`src/rtl/spi_pkg.sv`:
```
// Shared SPI definitions for both link ends: FSM encodings, synchroniser depth
// and the bus mode (CPOL/CPHA) the link runs in.
package spi_pkg;

  localparam int SYNC_STAGES = 2;

  localparam logic [1:0] IDLE  = 2'd0;
  localparam logic [1:0] LOAD  = 2'd1;
  localparam logic [1:0] SHIFT = 2'd2;

  localparam bit SPI_CPOL = 1'b0;
  localparam bit SPI_CPHA = 1'b0;
  localparam bit SS_IDLE  = 1'b1;

endpackage

```
`src/rtl/spi_sync_edge.sv`:
```
// Multi-flop synchroniser for an asynchronous pin, with rise/fall pulses taken
// from the synchronised level against its value one clk earlier.
module spi_sync_edge
  import spi_pkg::*;
#(
  parameter bit RESET_VAL = 1'b0
) (
  input  logic clk,
  input  logic rst,
  input  logic din,
  output logic level,
  output logic rise,
  output logic fall
);

  logic [SYNC_STAGES-1:0] sync_chain;
  logic                   level_prev;

  always_ff @(posedge clk) begin
    if (rst) begin
      sync_chain <= {SYNC_STAGES{RESET_VAL}};
      level_prev <= RESET_VAL;
    end else begin
      sync_chain <= {sync_chain[SYNC_STAGES-2:0], din};
      level_prev <= sync_chain[SYNC_STAGES-1];
    end
  end

  assign level = sync_chain[SYNC_STAGES-1];
  assign rise  = level & ~level_prev;
  assign fall  = ~level & level_prev;

endmodule

```
`src/rtl/spi_responder.sv`:
```
// SPI target end: oversamples SCLK/SS/MOSI on clk, deserialises RX words and
// serialises TX words MSB first. Define SPI_RESP_OVERRUN_EN for the sticky overrun flag.
module spi_responder
  import spi_pkg::*;
#(
  parameter int           W          = 8,
  parameter logic [W-1:0] DEFAULT_TX = W'(8'hFF)
) (
  input  logic         clk,
  input  logic         rst,
  input  logic         sclk,
  input  logic         ss,
  input  logic         mosi,
  output logic         miso,
  input  logic [W-1:0] tx_data,
  input  logic         tx_valid,
  output logic         tx_ready,
  output logic [W-1:0] rx_data,
  output logic         rx_valid,
  input  logic         rx_ready
`ifdef SPI_RESP_OVERRUN_EN
  ,
  output logic         overrun
`endif
);

  localparam int             CW             = $clog2(W + 1);
  localparam logic [CW-1:0]  LAST_BIT       = CW'(W - 1);
  localparam logic [CW-1:0]  FULL           = CW'(W);
  localparam bit             SAMPLE_ON_RISE = (SPI_CPOL == SPI_CPHA);

  logic [1:0]    state;
  logic [CW-1:0] bit_cnt;
  logic [W-1:0]  tx_shift;
  logic [W-1:0]  rx_shift;
  logic [W-1:0]  load_word;

  logic sclk_level, sclk_rise, sclk_fall;
  logic ss_level, ss_rise, ss_fall;
  logic mosi_s, mosi_rise, mosi_fall;
  logic sample, shift_out, word_done;
  logic unused;

  spi_sync_edge #(.RESET_VAL(SPI_CPOL)) u_sclk_sync (
    .clk(clk), .rst(rst), .din(sclk),
    .level(sclk_level), .rise(sclk_rise), .fall(sclk_fall)
  );

  spi_sync_edge #(.RESET_VAL(SS_IDLE)) u_ss_sync (
    .clk(clk), .rst(rst), .din(ss),
    .level(ss_level), .rise(ss_rise), .fall(ss_fall)
  );

  spi_sync_edge #(.RESET_VAL(1'b0)) u_mosi_sync (
    .clk(clk), .rst(rst), .din(mosi),
    .level(mosi_s), .rise(mosi_rise), .fall(mosi_fall)
  );

  assign sample    = SAMPLE_ON_RISE ? sclk_rise : sclk_fall;
  assign shift_out = SAMPLE_ON_RISE ? sclk_fall : sclk_rise;
  assign word_done = (state == SHIFT) && sample && (bit_cnt == LAST_BIT);
  assign load_word = tx_valid ? tx_data : DEFAULT_TX;
  assign tx_ready  = (state == LOAD);

  always_ff @(posedge clk) begin
    if (rst) begin
      state    <= IDLE;
      bit_cnt  <= '0;
      tx_shift <= '0;
      rx_shift <= '0;
      miso     <= 1'b0;
      rx_data  <= '0;
      rx_valid <= 1'b0;
    end else begin
      if (rx_valid && rx_ready) rx_valid <= 1'b0;
      case (state)
        IDLE: begin
          miso <= 1'b0;
          if (ss_fall) state <= LOAD;
        end
        LOAD: begin
          tx_shift <= load_word;
          miso     <= load_word[W-1];
          bit_cnt  <= '0;
          state    <= SHIFT;
        end
        SHIFT: begin
          if (sample) begin
            rx_shift <= {rx_shift[W-2:0], mosi_s};
            bit_cnt  <= bit_cnt + 1'b1;
          end
          // A completing word wins over a same-cycle consume: rx_valid stays set.
          if (word_done) begin
            rx_data  <= {rx_shift[W-2:0], mosi_s};
            rx_valid <= 1'b1;
          end
          if (shift_out) begin
            tx_shift <= {tx_shift[W-2:0], 1'b0};
            miso     <= tx_shift[W-2];
            if (bit_cnt == FULL) state <= LOAD;
          end
        end
        default: state <= IDLE;
      endcase
      // Deselect overrides any pending reload; the loaded TX word is dropped.
      if (ss_rise && (state != IDLE)) begin
        state <= IDLE;
        miso  <= 1'b0;
      end
    end
  end

`ifdef SPI_RESP_OVERRUN_EN
  always_ff @(posedge clk) begin
    if (rst) overrun <= 1'b0;
    else if (word_done && rx_valid && !rx_ready) overrun <= 1'b1;
  end
`endif

  assign unused = ^{sclk_level, ss_level, mosi_rise, mosi_fall,
                    tx_shift[W-1], rx_shift[W-1]};

endmodule
```
`config.mk`:
```
export PLATFORM = sky130hd
export DESIGN_NAME = spi_responder
export DESIGN_NICKNAME = d
export VERILOG_FILES = /design/src/rtl/spi_pkg.sv /design/src/rtl/spi_sync_edge.sv /design/src/rtl/spi_responder.sv
export SDC_FILE = /design/constraint.sdc
export NUM_CORES = 1
export LEC_CHECK = 0
export ABC_AREA = 1
export CAP_MARGIN = 10
export CORE_MARGIN = 10
export CORE_UTILIZATION = 34
export DETAILED_ROUTE_END_ITERATION = 10
export PLACE_DENSITY = 0.54
export SLEW_MARGIN = 20
export SYNTH_ARGS = -nofsm -noshare
export SYNTH_HDL_FRONTEND = slang
export SYNTH_SLANG_ARGS = --single-unit
```
`constraint.sdc`:
```
create_clock -name clk -period 2.08 [get_ports clk]
set_input_delay 0.208 -clock clk [delete_from_list [all_inputs] [get_ports clk]]
set_output_delay 0.208 -clock clk [all_outputs]
set_load 0.02 [all_outputs]
```
==> reports/metrics.csv <==
metric;value;unit
critPathBufInv;2;
crit_type;register to primary output;
dpl_cell_area;1930;µm²
cts.repair.resized;0;
p_sw_share;35.2;%
busiest_layer;met2;
start_kind;register;
ys_seq_area_share;46.9;%
path_clk_slew;70;ps
fin_nets;273;
rsz0062_at_grt;false;
drt.antenna.violating_nets;0;
synthXorXnorAreaFrac;0;%
pwr-share-comb;32.3;%
fmax;544;MHz
critPathMaxStageDelay;640;ps
synth_compound_area_share;13.6;%
most-common-layout-cells;46 x nor2_1, 41 x nand2_1, 38 x dfxtp_1;
vias;1366;
max_cap_violations;0;
hold_violations;0;
route.detailed.drc;0;
synthMuxAreaShare;0;%
synth_cells;221;
final_area;2010;µm²
port_buffers;25;
cp_max_fo;5;
start_util;34.8;%
cp-end-kind;primary output;
p_leak;0.841;nW
gp_congestion;0.748;
clkLatencyLatePin;290;ps
synth_top_area_share;46.9;%
synthTopCellsByArea;dfxtp_1 47%, nor2_1 11%, nand2_1 9.5%, o21ai_0 7.7%, inv_1 5.8%;
via_per_inst;4.48;
track_usage;9.81;%
final.setup_skew;4.19;ps
core.rowCount;25;
finalCriticalPeriod;1840;ps
grt_first_pass_wirelength;6120;µm
wl_per_cell;11.1;µm
drive_gt1_share;6.77;%
ys_seq_elements;38;
hold_depth;2;
io_pins;26;
reg2reg_depth;8;
syn_avg_cell_area;7.34;µm²
drtIter0Drc;40;
p_int;1.29;mW
worst_ep_arrival_time;1630;ps
synth_top_family_by_area;simple AND/OR/NAND/NOR gates;
antenna_found_initial;0;
hold_path_class;register to register;
critPathTopFamily;buffers and inverters;
dieArea;7930;µm²
regArea;761;µm²
clkPwrFrac;23.6;%
clock-sinks;38;
syn-cell-area;1620;µm²
yosys_most_used_dff;dfxtp_1;
die_w;89.1;µm
area_growth;23.9;%
dr.pass1.iters;4;
ctsRootBufferMaster;clkbuf_8;
gr-total-overflow;0;
finalSetupViolCount;0;
grt_use_met2;15.2;%
use_met3;3.92;%
hpwlAfterDp;2500;µm
outcome;finished, final reports clean;
cpMaxStageDelayCell;clkdlybuf4s50_1;
die_h;89.1;µm
multi_input_area;718;µm²
grt_pass1_vias;1384;
fill_cells;482;
met1_usage;11.9;%
tightest_slew;528;ps
ir_drop;0.501;mV
crit_required;1870;ps
clk_path_buf_depth;2;
path_cells;inv_1, ha_1, clkdlybuf4s50_1;
wirelength;3380;µm
sequentialPowerShare;44.1;%
fin_setup_tns;0;ps
maxSlewHeadroom;64.8;%
hold_ws;405;ps
design.core.area;4660;µm²
crit_cells;3;
async_reset_ff_share;0;%
synth_nets;243;
post_cts_buffers;0;
synth_edf_count;0;
ys_types;23;
htreeDepth;2;
cts_made_buffers;5;
yosys.area_share.simple;25.3;%
p_switching;0.699;mW
grt_start_max_net_pins;21;
cts_tree;done;
hold_buffers;0;
antenna_cells;0;
yosysWarnings;0;
mostFrequentLayoutCell;nor2_1;
slew_viol_final;0;
fin_crit_sh;88.3;%
power_density;989;nW/µm²
synthAdderAreaFrac;5.40;%
synth_top_area_cell;dfxtp_1;
==> path summary, 6_finish.rpt <==
path                                             endpoint  slack, ps                       from
worst max-delay path                             tx_ready        240                   state[1]
worst min-delay path            u_sclk_sync.sync_chain[1]        400  u_sclk_sync.sync_chain[0]
worst max register to register                tx_shift[3]        550                   state[0]
worst min register to register  u_sclk_sync.sync_chain[1]        400  u_sclk_sync.sync_chain[0]
==> routing by layer <==
layer / up-vias / share of wire [%]
li1: 751 / -
met1: 589 / 49
met2: 19 / 44
met3: 7 / 5.2
met4: 0 / 1.6
met5: - / 0
==> sequential cells by signal, summed over array words and instances, names as in the netlist <==
name / cells
u_ss_sync.level_prev: 1
rx_valid: 1
rx_data: 8
state: 2
bit_cnt: 4
rx_shift: 7
u_sclk_sync.level_prev: 1
u_ss_sync.sync_chain: 2
u_mosi_sync.sync_chain: 2
miso: 1
u_sclk_sync.sync_chain: 2
tx_shift: 7
==> worst min-delay path: stages (launching register included) <==
cell     delay (ps)
dfxtp_1         300
inv_1            40
nor2_1           30
==> cells in the mapped netlist (all sizes together), types with 2 or more instances <==
| library cell | n |
|---|---|
| a21boi | 2 |
| ha | 7 |
| inv | 26 |
| nand2 | 41 |
| nor2 | 47 |
| a21oi | 12 |
| o21ai | 26 |
| buf | 5 |
| dfxtp | 38 |
| or2 | 2 |
| nand3 | 11 |
==> final cells by class <==
class                           count  area share (%)
Inverter                           27            5.29
Multi-Input combinational cell    150            35.7
Sequential cell                    38            37.9
Tap cell                           54            3.36
Clock buffer                        7            3.80
Timing Repair Buffer               29            13.9
==> power groups by stage <==
| stage | Combinational, mW | Sequential [mW] | Clock, mW |
|---|---|---|---|
| after global placement | 0.654 | 0.893 | 0 |
| after global routing | 0.777 | 0.888 | 0.522 |
| final | 0.642 | 0.877 | 0.469 |
| after detailed placement | 0.651 | 0.892 | 0 |
| after floorplan | 0.480 | 0.881 | 0 |
| after CTS | 0.652 | 0.877 | 0.491 |
==> metrics by stage <==
step	setup WS [ps]	utilization (%)	std cells	total power [mW]
global route	126	43.1	305	2.19
global placement	539	41.5	298	1.55
detailed placement	525	41.5	298	1.54
CTS	201	43.1	305	2.02
finish	243	43.1	305	1.99
floorplan	745	-	221	1.36
==> cell families after synthesis <==
kind of cell / count (synthesis)
flops: 38
compound gates: 41
fa+ha+maj: 7
buf+inv: 33
simple gates: 102
Power figures use the tool's default switching activity.
